<file path="config.mk">
export PLATFORM = sky130hd
export DESIGN_NAME = rcv_fifo_param
export DESIGN_NICKNAME = d
export VERILOG_FILES = /design/src/rtl/rcv_fifo_pkg.sv /design/src/rtl/rcv_fifo_flags.sv /design/src/rtl/rcv_fifo_param.sv
export SDC_FILE = /design/constraint.sdc
export NUM_CORES = 1
export LEC_CHECK = 0
export ABC_AREA = 1
export CAP_MARGIN = 20
export CORE_ASPECT_RATIO = 0.6
export CORE_MARGIN = 3
export CORE_UTILIZATION = 35
export CTS_BUF_LIST = sky130_fd_sc_hd__clkbuf_16
export DETAILED_ROUTE_END_ITERATION = 12
export MAX_ROUTING_LAYER = met4
export PLACE_DENSITY_LB_ADDON = 0.12
export SLEW_MARGIN = 20
export SYNTH_ARGS = -nofsm -noshare
export SYNTH_HDL_FRONTEND = slang
export SYNTH_SLANG_ARGS = --single-unit
</file>
<file path="constraint.sdc">
create_clock -name clk -period 2.4 [get_ports clk]
set_input_delay 0.36 -clock clk [delete_from_list [all_inputs] [get_ports clk]]
set_output_delay 0.36 -clock clk [all_outputs]
set_load 0.02 [all_outputs]
</file>
<file path="src/rtl/rcv_fifo_pkg.sv">
// Shared types and helpers for the UART receive FIFO.
package rcv_fifo_pkg;

    localparam int unsigned RCV_DATA_W = 8;
    localparam int unsigned PTR_MAX_W  = 32;

    typedef struct packed {
        logic                  frame_err;
        logic [RCV_DATA_W-1:0] data;
    } rcv_entry_t;

    // Advance a {tog, idx} pointer: idx wraps to zero and tog inverts on wrap.
    function automatic logic [PTR_MAX_W-1:0] ptr_inc(
        input logic [PTR_MAX_W-1:0] ptr,
        input int unsigned          addr_w
    );
        logic [PTR_MAX_W-1:0] idx_max;
        logic [PTR_MAX_W-1:0] idx;
        logic                 tog;
        logic [PTR_MAX_W-1:0] res;
        idx_max = (32'd1 << addr_w) - 32'd1;
        idx     = ptr & idx_max;
        tog     = ptr[addr_w];
        if (idx == idx_max) begin
            idx = 32'd0;
            tog = ~tog;
        end else begin
            idx = idx + 32'd1;
        end
        res         = idx;
        res[addr_w] = tog;
        return res;
    endfunction

endpackage

</file>
<file path="src/rtl/rcv_fifo_flags.sv">
// Occupancy count and status flags derived purely from the registered
// head/tail pointers.
module rcv_fifo_flags
    import rcv_fifo_pkg::*;
#(
    parameter int unsigned ADDR_W = 2
) (
    input  logic [ADDR_W:0] head_i,
    input  logic [ADDR_W:0] tail_i,
    input  logic [ADDR_W:0] af_level_i,
    input  logic [ADDR_W:0] ae_level_i,
    output logic            full_o,
    output logic            empty_o,
    output logic            almost_full_o,
    output logic            almost_empty_o,
    output logic [ADDR_W:0] count_o
);

    logic idx_eq_s;
    logic tog_eq_s;

    // Modulo subtraction of the toggle-extended pointers gives 0..DEPTH directly.
    always_comb begin
        idx_eq_s       = (head_i[ADDR_W-1:0] == tail_i[ADDR_W-1:0]);
        tog_eq_s       = (head_i[ADDR_W] == tail_i[ADDR_W]);
        count_o        = tail_i - head_i;
        empty_o        = idx_eq_s && tog_eq_s;
        full_o         = idx_eq_s && !tog_eq_s;
        almost_full_o  = (count_o >= af_level_i);
        almost_empty_o = (count_o <= ae_level_i);
    end

endmodule

</file>
<file path="src/rtl/rcv_fifo_param.sv">
// Receive FIFO for the UART rcv path: stores each word with its framing-error
// bit, first-word fall-through read, sticky overrun/underrun errors.
module rcv_fifo_param
    import rcv_fifo_pkg::*;
#(
    parameter int unsigned DATA_W   = 8,
    parameter int unsigned ADDR_W   = 2,
    parameter int unsigned AF_LEVEL = 3,
    parameter int unsigned AE_LEVEL = 1
) (
    input  logic              clk,
    input  logic              rst,
    input  logic              w_enable,
    input  logic [DATA_W-1:0] w_data,
    input  logic              w_frame_err,
    input  logic              r_enable,
    input  logic              clear_errors,
    output logic [DATA_W-1:0] r_data,
    output logic              r_frame_err,
    output logic              full,
    output logic              empty,
    output logic              almost_full,
    output logic              almost_empty,
    output logic [ADDR_W:0]   count,
    output logic              overrun_error,
    output logic              underrun_error
);

    localparam int unsigned     PTR_W  = ADDR_W + 1;
    localparam int unsigned     DEPTH  = 1 << ADDR_W;
    localparam logic [ADDR_W:0] AF_LVL = PTR_W'(AF_LEVEL);
    localparam logic [ADDR_W:0] AE_LVL = PTR_W'(AE_LEVEL);

    typedef struct packed {
        logic              frame_err;
        logic [DATA_W-1:0] data;
    } entry_t;

    entry_t          mem_q [DEPTH];
    entry_t          head_entry_s;
    logic [ADDR_W:0] head_q;
    logic [ADDR_W:0] head_d;
    logic [ADDR_W:0] tail_q;
    logic [ADDR_W:0] tail_d;
    logic            ovr_q;
    logic            ovr_d;
    logic            und_q;
    logic            und_d;
    logic            push_s;
    logic            pop_s;
    logic            ovr_ev_s;
    logic            und_ev_s;

    // Flag and count decode from the registered pointers.
    rcv_fifo_flags #(
        .ADDR_W (ADDR_W)
    ) u_flags (
        .head_i         (head_q),
        .tail_i         (tail_q),
        .af_level_i     (AF_LVL),
        .ae_level_i     (AE_LVL),
        .full_o         (full),
        .empty_o        (empty),
        .almost_full_o  (almost_full),
        .almost_empty_o (almost_empty),
        .count_o        (count)
    );

    // Accept decisions; a pop frees the slot a same-cycle push needs when full.
    always_comb begin
        push_s   = w_enable && (!full || r_enable);
        pop_s    = r_enable && !empty;
        ovr_ev_s = w_enable && full && !r_enable;
        und_ev_s = r_enable && empty && !w_enable;
    end

    // Next-state pointers and sticky errors; a new error event beats clear_errors.
    always_comb begin
        head_d = head_q;
        tail_d = tail_q;
        ovr_d  = ovr_q;
        und_d  = und_q;
        if (pop_s) begin
            head_d = PTR_W'(ptr_inc(PTR_MAX_W'(head_q), ADDR_W));
        end else begin
            head_d = head_q;
        end
        if (push_s) begin
            tail_d = PTR_W'(ptr_inc(PTR_MAX_W'(tail_q), ADDR_W));
        end else begin
            tail_d = tail_q;
        end
        if (ovr_ev_s) begin
            ovr_d = 1'b1;
        end else if (clear_errors) begin
            ovr_d = 1'b0;
        end else begin
            ovr_d = ovr_q;
        end
        if (und_ev_s) begin
            und_d = 1'b1;
        end else if (clear_errors) begin
            und_d = 1'b0;
        end else begin
            und_d = und_q;
        end
    end

    // Pointer and error state registers.
    always_ff @(posedge clk) begin
        if (rst) begin
            head_q <= '0;
            tail_q <= '0;
            ovr_q  <= 1'b0;
            und_q  <= 1'b0;
        end else begin
            head_q <= head_d;
            tail_q <= tail_d;
            ovr_q  <= ovr_d;
            und_q  <= und_d;
        end
    end

    // Storage write; contents are intentionally not reset.
    always_ff @(posedge clk) begin
        if (push_s && !rst) begin
            mem_q[tail_q[ADDR_W-1:0]] <= '{frame_err: w_frame_err, data: w_data};
        end
    end

    // First-word fall-through read of the head entry.
    always_comb begin
        head_entry_s   = mem_q[head_q[ADDR_W-1:0]];
        r_data         = head_entry_s.data;
        r_frame_err    = head_entry_s.frame_err;
        overrun_error  = ovr_q;
        underrun_error = und_q;
    end

endmodule

</file>
==> results.md <==
Floorplanning:
- The total area inside the core boundary comes to between 5000 and 6000 µm².
- The floorplan has 20 rows.
- The area enclosed by the die boundary is ~6500 µm².
- The effective utilization at floorplan is 37.4%.
- The die is 63.8 µm tall.
- 32 I/O pins were placed.
- The width of the die is 102 µm.

Pwr:
- The total power per unit cell area is 875 nW/µm².
- The worst supply voltage drop on vdd is 397 µV.
- In this run the static leakage power is ~0.96 nW.
- The final total power is about 0.0022 W.

Clock tree:
- The buffer count from post-CTS setup fixing is 0.
- The TritonCTS buffer count is 5.
- The clock transition time at the flip-flop clock pins of the worst setup and hold paths is ~0.060 ns.
- The clock passes through at most 2 buffers.
- The clock drives 46 sinks.
- The H-tree depth reported by CTS is 2.
- The CTS tree is built.
- The clock tree root driver cell is sky130_fd_sc_hd__clkbuf_16.
- The worst-skew pair later-pin latency is 0.27 ns.

Global routing:
- The via count of the first global-routing pass is 1318.
- The initial antenna violation count is 0.
- After global routing the overflow that remains totals 0.
- The largest net degree at the start of global routing is 19.
- The first global-routing pass estimated 6.58 mm of wire.
- For this run, the total global-route usage over all layers was measured as 13.7%.

Route:
- The detailed router's first-iteration violation count is 49.
- The first TritonRoute pass finished after 4 iterations.
- After detailed routing, the number of vias per cell comes to about 4.6.
- The detail route stage leaves a number of antenna-violating nets equal to 0.
- The routed wire length is between 3 and 4 mm.
- For this run, design rule violations remaining after detail routing come to 0.
- The routed layout has between 1000 and 1500 vias.
- The routed wire length per instance is between 10 and 15 µm.

STA:
- Setup violations remaining at the end of the flow were counted as 0.
- The clock period could shrink to 2.27 ns.
- The hold violation total from the final report is 0.
- Setup repair after global routing left no endpoint under its margin.
- The largest clock skew in the final design is 0.00465 ns.
- The slew at the pin closest to its max-slew limit is 0.403 ns.
- The final critical-path setup slack is 0.133 ns.
- The final critical-path share of the clock period is 94.4%.
- The remaining max-slew budget at the tightest pin is around three quarters.
- The fmax is 0.441 GHz.
- The final number of max-transition violations was 0.

Yosys:
- The number of standard cells after synthesis is between 150 and 200.
- The proportion of synthesized chip area in sequential cells is between 60 and 70%.
- The synthesized area is ~1900 µm².
- The number of flops mapped to enable cells by yosys is 36.
- The commonest cells after synthesis are sky130_fd_sc_hd__nor2_1, sky130_fd_sc_hd__edfxtp_1, sky130_fd_sc_hd__o21ai_0, sky130_fd_sc_hd__inv_1, sky130_fd_sc_hd__nand2_1.
- The biggest area contributor in the post-synthesis netlist is sky130_fd_sc_hd__edfxtp_1.
- The area share of the leading cell type in the synthesized netlist is 55.5%.
- The number of warnings issued by yosys is 0.
- After synthesis, the mean cell area works out to 11.3 µm².
- In the post-synthesis netlist, the biggest area contributors are sky130_fd_sc_hd__edfxtp_1, sky130_fd_sc_hd__dfxtp_1, sky130_fd_sc_hd__nor2_1.
- The most common flop cell mapped by yosys is sky130_fd_sc_hd__edfxtp_1.
- The register bit total from synthesis is 46.
- The async set-reset flop share out of synthesis is 0%.
- The number of nets in the synthesized netlist is 195.
- The number of different library cells in the post-synthesis netlist is 22.
- The most common cell in the netlist is sky130_fd_sc_hd__nor2_1.

Critical path:
- The worst setup path category is flip-flop to output pin.
- For the worst setup path, the data arrival time is 1.91 ns.
- The worst reg2reg path startpoint is tail_q[1].
- The element type at the critical path end is an output pin.
- The data required time at the worst endpoint is a little over 2 ns.
- The capture point of the worst reg-to-reg path is mem_q[0][2].
- The critical-path maximum fanout is 3.
- Measured in cells, the most critical reg-to-reg path has a length of 9.
- Setup slack on the worst reg-to-reg path comes out at 0.40 ns.
- The worst setup path is launched from a flip-flop.

Placement:
- During placement, the flow inserted port buffers numbering 31.
- The cell area reported after detailed placement is 2390 µm².
- Timing analysis after detailed placement gives a worst setup slack of -0.00816 ns.
- The final RePlAce weighted congestion is 0.801.
- The post-placement cell count is 274.
- Detailed placement ended at an HPWL of 2.83 mm.

Finish:
- Cells with a size suffix above 1 make up 11.6% of the layout.
- The repair_antennas step left the layout with diodes totalling 0.
- The number of nets in the final layout is 237.
- Cells fill 48.4% of the core in the end.
- The number of fill cells in the layout is 470.
- The cell area after layout is about 2500 µm².
- The finished layout holds 282 standard cells, fillers aside.
- The area growth from synthesis to layout is 29.4%.

Run:
- The tool flagged a number of max-cap violations equal to 0.

Worst hold path:
- The worst hold path cell count is 2.
- The origin of the worst min-delay path is overrun_error.
- The hold path endpoint is overrun_error.
- The worst min-delay path category is flip-flop to flip-flop.

Run status:
- The flow ran to the end, and the final reports show no timing, DRC or antenna violations.
state kept, by name (all words and copies together), names as in the netlist, named ones only:
register and flops:
head_q 3, overrun_error 1, tail_q 3, underrun_error 1, mem_q 36
critical path: stages (launching register included):
cell and delay (ns):
sky130_fd_sc_hd__dfxtp_1 0.31, sky130_fd_sc_hd__inv_1 0.09, sky130_fd_sc_hd__ha_1 0.15, sky130_fd_sc_hd__inv_1 0.05
sky130_fd_sc_hd__fa_1 0.42, sky130_fd_sc_hd__xnor2_2 0.18, sky130_fd_sc_hd__nor2_2 0.10, sky130_fd_sc_hd__dlygate4sd2_1 0.34
report_power, final:
group          leakage (nW)  switching [W]  total, W  internal, W
sequential            0.409      0.0000335  0.000931     0.000898
combinational         0.480       0.000368  0.000641     0.000273
clock                0.0724       0.000256  0.000632     0.000376
total                 0.961       0.000658   0.00220      0.00155
kinds of logic after synthesis:
family / Yosys count / synth area share, %
AO/OA/AOI/OAI: 33 / 9.06
XOR/XNOR: 1 / 0.836
adder cells (fa/ha/maj): 8 / 5.53
buffers and inverters: 24 / 4.95
flip-flops: 46 / 65.8
AND/OR/NAND/NOR: 61 / 13.8
layout by cell type, fill, tap and decap left out, types with 2 or more instances in the layout:
| cell type | n |
|---|---|
| sky130_fd_sc_hd__a21oi_1 | 2 |
| sky130_fd_sc_hd__nand3_1 | 3 |
| sky130_fd_sc_hd__o22ai_1 | 9 |
| sky130_fd_sc_hd__nor2_1 | 37 |
| sky130_fd_sc_hd__dfxtp_1 | 10 |
| sky130_fd_sc_hd__clkinv_1 | 2 |
| sky130_fd_sc_hd__o21ai_0 | 22 |
| sky130_fd_sc_hd__clkdlybuf4s50_1 | 27 |
| sky130_fd_sc_hd__dlygate4sd2_1 | 2 |
| sky130_fd_sc_hd__clkbuf_16 | 5 |
| sky130_fd_sc_hd__nor2_2 | 3 |
| sky130_fd_sc_hd__nand2_1 | 12 |
| sky130_fd_sc_hd__inv_2 | 3 |
| sky130_fd_sc_hd__ha_1 | 7 |
| sky130_fd_sc_hd__edfxtp_1 | 36 |
| sky130_fd_sc_hd__buf_4 | 6 |
| sky130_fd_sc_hd__nand4_1 | 2 |
| sky130_fd_sc_hd__inv_1 | 18 |
final cells by class:
class,count,area [µm²],share of cell area [%]
inverter,21,78.8,3.13
timing repair buffer,38,370,14.7
tap,66,82.6,3.28
clock buffer,5,125,4.97
multi-input combinational,103,569,22.6
clock inverter,3,12.5,0.497
sequential,46,1280,50.8
layer usage:
layer	vias up	GRT usage, %	part of all wire, %
met5	-	-	0
met4	0	2.29	0.49
met3	4	3.71	4.5
met2	22	21.4	46
met1	608	18.4	49
li1	670	-	-
stage by stage:
stage	setup TNS, ns	hold slack, ns
after global routing	0	0.502
after floorplan	0	0.429
after CTS	0	0.468
final	0	0.465
after global placement	0	0.460
after detailed placement	-0.00816	0.459
how the worst max path moves through the flow:
| stage | from | to | slack, ns | cells past startpoint |
|---|---|---|---|---|
| after floorplan | tail_q[0] | almost_full | 0.22 | 7 |
| after global placement | tail_q[0] | almost_full | 0.10 | 8 |
| after detailed placement | tail_q[0] | almost_full | -0.008 | 8 |
| after CTS | tail_q[0] | almost_full | 0.002 | 8 |
| after global routing | tail_q[0] | almost_empty | 0.005 | 7 |
| final | tail_q[0] | almost_empty | 0.13 | 7 |
repair_timing:
item	CTS	global route
setup endpoints to repair	3	8
resized for setup	4	3
hold buffers	0	0
endpoints found under the hold margin	0	0
pin swaps	0	0
Power figures use the tool's default switching activity.
